==> src/rtl/gmii_rx_frame_align.sv <==
// GMII receive framer: strips preamble/SFD and emits a byte stream with sof/eof/err flags and saturating counters.
// Optional in-band link status outputs are enabled by defining GMII_RX_INBAND_STATUS_EN.
module gmii_rx_frame_align #(
    parameter int         MAX_PREAMBLE   = 7,
    parameter int         CNT_W          = 16,
    parameter logic [1:0] BYTE_MODE_CODE = 2'b10
) (
    input  logic             clk,
    input  logic             rst_n,
    input  logic [1:0]       speed_mode,
    input  logic             gmii_rx_dv,
    input  logic             gmii_rx_er,
    input  logic [7:0]       gmii_rxd,
    output logic             out_valid,
    output logic [7:0]       out_data,
    output logic             out_sof,
    output logic             out_eof,
    output logic             out_err,
    output logic [CNT_W-1:0] frame_cnt,
    output logic [CNT_W-1:0] err_cnt
`ifdef GMII_RX_INBAND_STATUS_EN
    ,
    output logic             link_up,
    output logic [1:0]       link_speed,
    output logic             link_duplex
`endif
);

    localparam int PW = $clog2(2 * MAX_PREAMBLE + 3);
    localparam logic [PW-1:0] MAXP = PW'(MAX_PREAMBLE);

    typedef enum logic [1:0] {S_IDLE, S_PREAMBLE, S_DATA, S_DROP} state_t;

    state_t          r_state;
    logic            r_dv_q;
    logic            r_byte_mode;
    logic            r_phase;
    logic [3:0]      r_nib_lo;
    logic [7:0]      r_hold;
    logic            r_hold_full;
    logic            r_first;
    logic            r_err;
    logic [PW-1:0]   r_pre_cnt;

    logic            w_start;
    logic            w_mode_byte;
    logic            w_pre_step;
    logic [PW-1:0]   w_cnt_next;
    logic [PW-1:0]   w_pre_bytes;
    logic            w_ovf;
    logic            w_is_pre;
    logic            w_is_sfd;
    logic [7:0]      w_byte;
    logic            w_eof_err;

    function automatic logic [CNT_W-1:0] sat_inc(input logic [CNT_W-1:0] v);
        return (&v) ? v : v + CNT_W'(1);
    endfunction

    // The dv-rising symbol is itself the first preamble symbol, so it is evaluated from IDLE.
    always_comb begin
        w_start     = (r_state == S_IDLE) && gmii_rx_dv && !r_dv_q;
        w_mode_byte = (r_state == S_IDLE) ? (speed_mode == BYTE_MODE_CODE) : r_byte_mode;
        w_cnt_next  = ((r_state == S_IDLE) ? '0 : r_pre_cnt) + PW'(1);
        w_pre_bytes = w_mode_byte ? w_cnt_next : (w_cnt_next >> 1);
        w_ovf       = w_pre_bytes > MAXP;
        w_is_pre    = w_mode_byte ? (gmii_rxd == 8'h55) : (gmii_rxd[3:0] == 4'h5);
        w_is_sfd    = w_mode_byte ? (gmii_rxd == 8'hD5) : (gmii_rxd[3:0] == 4'hD);
        w_pre_step  = w_start || ((r_state == S_PREAMBLE) && gmii_rx_dv);
        w_byte      = r_byte_mode ? gmii_rxd : {gmii_rxd[3:0], r_nib_lo};
        w_eof_err   = r_err || (!r_byte_mode && r_phase);
    end

    always_ff @(posedge clk or negedge rst_n) begin
        if (!rst_n) begin
            r_state     <= S_IDLE;
            r_dv_q      <= 1'b1;
            r_byte_mode <= 1'b0;
            r_phase     <= 1'b0;
            r_nib_lo    <= '0;
            r_hold      <= '0;
            r_hold_full <= 1'b0;
            r_first     <= 1'b0;
            r_err       <= 1'b0;
            r_pre_cnt   <= '0;
            out_valid   <= 1'b0;
            out_data    <= '0;
            out_sof     <= 1'b0;
            out_eof     <= 1'b0;
            out_err     <= 1'b0;
            frame_cnt   <= '0;
            err_cnt     <= '0;
        end else begin
            r_dv_q    <= gmii_rx_dv;
            out_valid <= 1'b0;
            out_sof   <= 1'b0;
            out_eof   <= 1'b0;
            out_err   <= 1'b0;
            case (r_state)
                S_IDLE, S_PREAMBLE: begin
                    if (w_pre_step) begin
                        r_byte_mode <= w_mode_byte;
                        if (w_is_sfd) begin
                            r_state     <= S_DATA;
                            r_phase     <= 1'b0;
                            r_hold_full <= 1'b0;
                            r_first     <= 1'b1;
                            r_err       <= 1'b0;
                        end else if (w_is_pre && !w_ovf) begin
                            r_state   <= S_PREAMBLE;
                            r_pre_cnt <= w_cnt_next;
                        end else begin
                            r_state <= S_DROP;
                            err_cnt <= sat_inc(err_cnt);
                        end
                    end else if (r_state == S_PREAMBLE) begin
                        r_state <= S_IDLE;
                    end
                end
                S_DATA: begin
                    if (gmii_rx_dv) begin
                        r_err <= r_err || gmii_rx_er;
                        if (!r_byte_mode && !r_phase) begin
                            r_nib_lo <= gmii_rxd[3:0];
                            r_phase  <= 1'b1;
                        end else begin
                            r_phase     <= 1'b0;
                            r_hold      <= w_byte;
                            r_hold_full <= 1'b1;
                            if (r_hold_full) begin
                                out_valid <= 1'b1;
                                out_data  <= r_hold;
                                out_sof   <= r_first;
                                r_first   <= 1'b0;
                            end
                        end
                    end else begin
                        r_state <= S_IDLE;
                        if (r_hold_full) begin
                            out_valid <= 1'b1;
                            out_data  <= r_hold;
                            out_sof   <= r_first;
                            out_eof   <= 1'b1;
                            out_err   <= w_eof_err;
                            frame_cnt <= sat_inc(frame_cnt);
                            if (w_eof_err) err_cnt <= sat_inc(err_cnt);
                        end
                    end
                end
                S_DROP: begin
                    if (!gmii_rx_dv) r_state <= S_IDLE;
                end
                default: r_state <= S_IDLE;
            endcase
        end
    end

`ifdef GMII_RX_INBAND_STATUS_EN
    always_ff @(posedge clk or negedge rst_n) begin
        if (!rst_n) begin
            link_up     <= 1'b0;
            link_speed  <= '0;
            link_duplex <= 1'b0;
        end else if (!gmii_rx_dv && !gmii_rx_er) begin
            link_up     <= gmii_rxd[0];
            link_speed  <= gmii_rxd[2:1];
            link_duplex <= gmii_rxd[3];
        end
    end
`endif

endmodule

==> config.mk <==
export PLATFORM = sky130hd
export DESIGN_NAME = gmii_rx_frame_align
export DESIGN_NICKNAME = d
export VERILOG_FILES = /design/src/rtl/gmii_rx_frame_align.sv
export SDC_FILE = /design/constraint.sdc
export NUM_CORES = 1
export LEC_CHECK = 0
export CELL_PAD_IN_SITES_DETAIL_PLACEMENT = 1
export CELL_PAD_IN_SITES_GLOBAL_PLACEMENT = 1
export CORE_ASPECT_RATIO = 1.4
export CORE_MARGIN = 2
export CORE_UTILIZATION = 26
export CTS_CLUSTER_DIAMETER = 80
export DETAILED_ROUTE_END_ITERATION = 8
export HOLD_SLACK_MARGIN = 0.02
export PLACE_DENSITY_LB_ADDON = 0.1
export SLEW_MARGIN = 15
export SYNTH_ARGS = -nofsm -noshare
export SYNTH_HDL_FRONTEND = slang
export SYNTH_SLANG_ARGS = --single-unit
==> constraint.sdc <==
create_clock -name clk -period 2 [get_ports clk]
set_clock_uncertainty 0.1 [all_clocks]
set_input_delay 0.4 -clock clk [delete_from_list [all_inputs] [get_ports clk]]
set_output_delay 0.4 -clock clk [all_outputs]
set_load 0.005 [all_outputs]
==> flow_summary.yaml <==
global_route:
  grt_first_pass_wirelength_um: 14000
  grt.total_usage: 0.132
  number_of_global_route_vias_before_repair: 2797
  initial_antenna_violation_count: 0
  busiest_layer: "met2"
  globalRouteOverflowTotal: 0
  largest_net_degree_at_the_start_of_global_routing: 39
  grt_util_met3: 0.0311
  grt_use_met1: 0.164
  globalRouteMet2Util: 0.225
cells_and_area:
  drive_gt1_frac: 0.299
  antenna-diode-count: 0
  layout.cell_area.non_filler_mm2: 0.00483
  finalNetCount: 416
  syn_to_final_growth_pct: 51.8
  multi_input_area_mm2: 0.00153
  num-fill-cells: 1319
  ff_latch_area_mm2: 0.00173
synth:
  synth-main-ff-cell: "dfrtp_1"
  synth_sequential_area_ratio: 0.543
  synth.top_cells.by_area: "dfrtp_1 53%, xor2_1 4.4%, xnor2_1 4.1%"
  synth_largest_area_cell: "dfrtp_1"
  yosys.area.top_type_share: 0.535
  synth-edff-count: 0
  synth.ff_latch_count: 69
  synth_fp_nets: 293
  ys_types: 45
  avgSynthCellArea_um2: 11.5
  postSynthCellCount: 277
  synth_warnings: 0
  post_synth_instance_area_mm2: 0.00318
  fraction_of_registers_with_async_set_or_reset_after_synthesis: 1.00
clocking:
  cts_tree: "done"
  ctsRootBufferMaster: "clkbuf_16"
  clk_path_buf_depth: 2
  cts_made_buffers: 9
  clock_insertion_delay_worst_skew_ns: 0.33
  clock_sink_count: 69
  clkTransAtPathRegs_ns: 0.06
  h-tree-depth: 3
sta:
  timing.slew.headroom: 0.652
  worst_hold_check_slack_ns: 0.314
  layout_worst_path_cycle_share: 1.07
  final.setup.worst_slack_ns: -0.135
  timing.final.max_slew_violations: 0
  finalSetupViolations: 23
  final_hold_viol_count: 0
  max_clock_freq_mhz: 468
  timing.setup.tns_ns: -1.82
  setup_repair_after_global_routing_missed_its_margin: "true"
  worstMarginPinSlew_ns: 0.523
  layout_min_cycle_time_ns: 2.13
floorplanning:
  design.portCount: 58
  placeableCoreArea_mm2: 0.0119
  die_width_um: 97.5
  floorplan.die.height_um: 135
  initial_core_util: 0.268
  std_cell_rows: 47
  die_area_mm2: 0.0132
hold_path:
  min_to: "r_hold[5]"
  timing.hold.worst.class: "in -> reg"
  worst_hold_startpoint: "gmii_rxd[5]"
  hold_depth: 3
worst_setup_path:
  regToRegSetupSlack_ns: -0.13
  critPathKind: "reg -> reg"
  worstPathRequired_ns: 2.15
  endpoint_kind: "register"
  worstPathArrival_ns: 2.28
  rr_worst_depth: 8
  critical_path.max_fanout: 7
  reg2reg_from: "r_state[0]"
  startpoint_type: "register"
  critical_path.startpoint: "r_state[0]"
  rr_endpoint: "err_cnt[13]"
drt:
  first_iter_violations: 40
  ant_nets: 0
  vias_per_cell: 4.63
  drt_first_pass_iters: 4
  detail_route.drc_violations: 0
  post_drt_wl_per_cell_um: 14.7
  totalWireLength_um: 8100
  dr_total_vias: 2555
status:
  violated_checks: "setup timing"
  run_status: "finished with violations"
power_and_ir_drop:
  power_density_mw_per_mm2: 1040
  net-switching-power_w: 0.00143
  power.clock.fraction: 0.325
  p_seq_frac: 0.399
  ir_drop_uv: 442
  power_switching_share: 0.284
  report.power.total_w: 0.00504
  combPwrFrac: 0.277
  internal_power_w: 0.00361
  leakagePower_nw: 2.11
flow_run:
  max_cap_violations: 0
placed_design:
  gp_congestion: 0.704
  hpwlAfterDp_um: 5810
  port_buffer_count: 57
  post_dp_cell_area_mm2: 0.00433
## synthesized netlist by cell type (2+ instances only)
cell type,number
buf_6,2
mux2_2,7
nor2_1,31
nor4b_4,2
nor3b_2,4
mux2i_1,8
and3_1,3
a21oi_1,12
xnor2_1,15
nand3_1,13
nor3_1,5
dfrtp_1,68
inv_1,3
clkbuf_1,2
nand3b_1,4
or3_1,2
nand4_1,9
mux2_1,7
ha_1,2
nand2_1,25
and4_1,3
buf_2,2
o21ai_1,7
and2_1,4
xor2_1,16
o31ai_1,2
## stage by stage
step / util / setup WS [ns] / cells
floorplan: - / -0.188 / 277
detailed placement: 0.364 / -0.556 / 527
global route: 0.407 / -0.245 / 552
finish: 0.407 / -0.135 / 552
CTS: 0.400 / -0.163 / 550
global placement: 0.364 / -0.509 / 527
## power by group through the flow
stage / Clock (W) / Sequential, W / Combinational, W
after floorplan: 0 / 0.00201 / 0.000611
after global placement: 0 / 0.00202 / 0.00133
after detailed placement: 0 / 0.00204 / 0.00136
after CTS: 0.00171 / 0.00202 / 0.00142
after global routing: 0.00175 / 0.00208 / 0.00154
final: 0.00164 / 0.00201 / 0.00140
## worst max-delay path, stage by stage (launching register included)
cell	delay, ns
dfrtp_1	0.41
or2_4	0.27
a21oi_4	0.18
mux2i_4	0.31
o21bai_4	0.09
o21ba_4	0.23
buf_12	0.15
nor3b_2	0.16
xor2_1	0.15
## flip-flops by register name (all words and copies together), names as in the netlist
register / count
out_data: 8
r_byte_mode: 1
r_first: 1
out_eof: 1
err_cnt: 16
out_valid: 1
r_err: 1
r_nib_lo: 4
out_err: 1
r_hold_full: 1
r_phase: 1
r_state: 2
out_sof: 1
r_pre_cnt: 5
r_dv_q: 1
r_hold: 8
frame_cnt: 16
## metal layers
metal | share of wire | up-vias
li1 | - | 1218
met1 | 0.45 | 1283
met2 | 0.51 | 45
met3 | 0.031 | 9
met4 | 0.015 | 0
met5 | 0 | -
## layout by cell type (no fill, tap or decap), drive strengths merged, types with 3 or more instances in the layout
cell           count
dfrtp             68
buf               61
clkdlybuf4s50     53
nor2              31
nand2             25
xor2              16
xnor2             15
a21oi             14
mux2              14
nand3             13
clkbuf            10
nand4              9
mux2i              9
o21ai              7
nor3b              5
nor3               5
nand3b             4
and2               4
inv                4
and3               3
and4               3
## logic make-up (layout without fill, tap and decap cells)
logic type / Yosys count / after routing / share of synthesized area
AO/OA/AOI/OAI: 34 / 34 / 0.0774
XOR/XNOR: 31 / 31 / 0.0853
adder cells (fa/ha/maj): 2 / 2 / 0.00786
flip-flops: 69 / 69 / 0.543
buffers and inverters: 9 / 137 / 0.0161
multiplexers: 23 / 23 / 0.0818
AND/OR/NAND/NOR: 109 / 109 / 0.189
## final cells by class
| class | count | area share |
|---|---|---|
| flip-flops and latches | 69 | 0.357 |
| clock inverters | 6 | 0.0148 |
| inverters | 3 | 0.00233 |
| well taps | 147 | 0.0381 |
| clock buffers | 10 | 0.0494 |
| multi-input cells | 199 | 0.316 |
| repair buffers | 118 | 0.222 |
## worst max-delay path by stage
| stage | to | cells after the start |
|---|---|---|
| floorplan | err_cnt[1] | 8 |
| global placement | err_cnt[11] | 9 |
| detailed placement | err_cnt[9] | 9 |
| CTS | err_cnt[4] | 9 |
| global route | err_cnt[13] | 8 |
| finish | err_cnt[13] | 8 |
## timing repair
item / in CTS / in global routing
setup endpoints to repair: 32 / 36
hold buffers: 1 / 0
pin swaps: 15 / 7
hold endpoints to repair: 24 / 0
gates resized for setup: 16 / 17
setup buffers: 6 / 2
cloned: 0 / 0
Power figures use the tool's default switching activity.
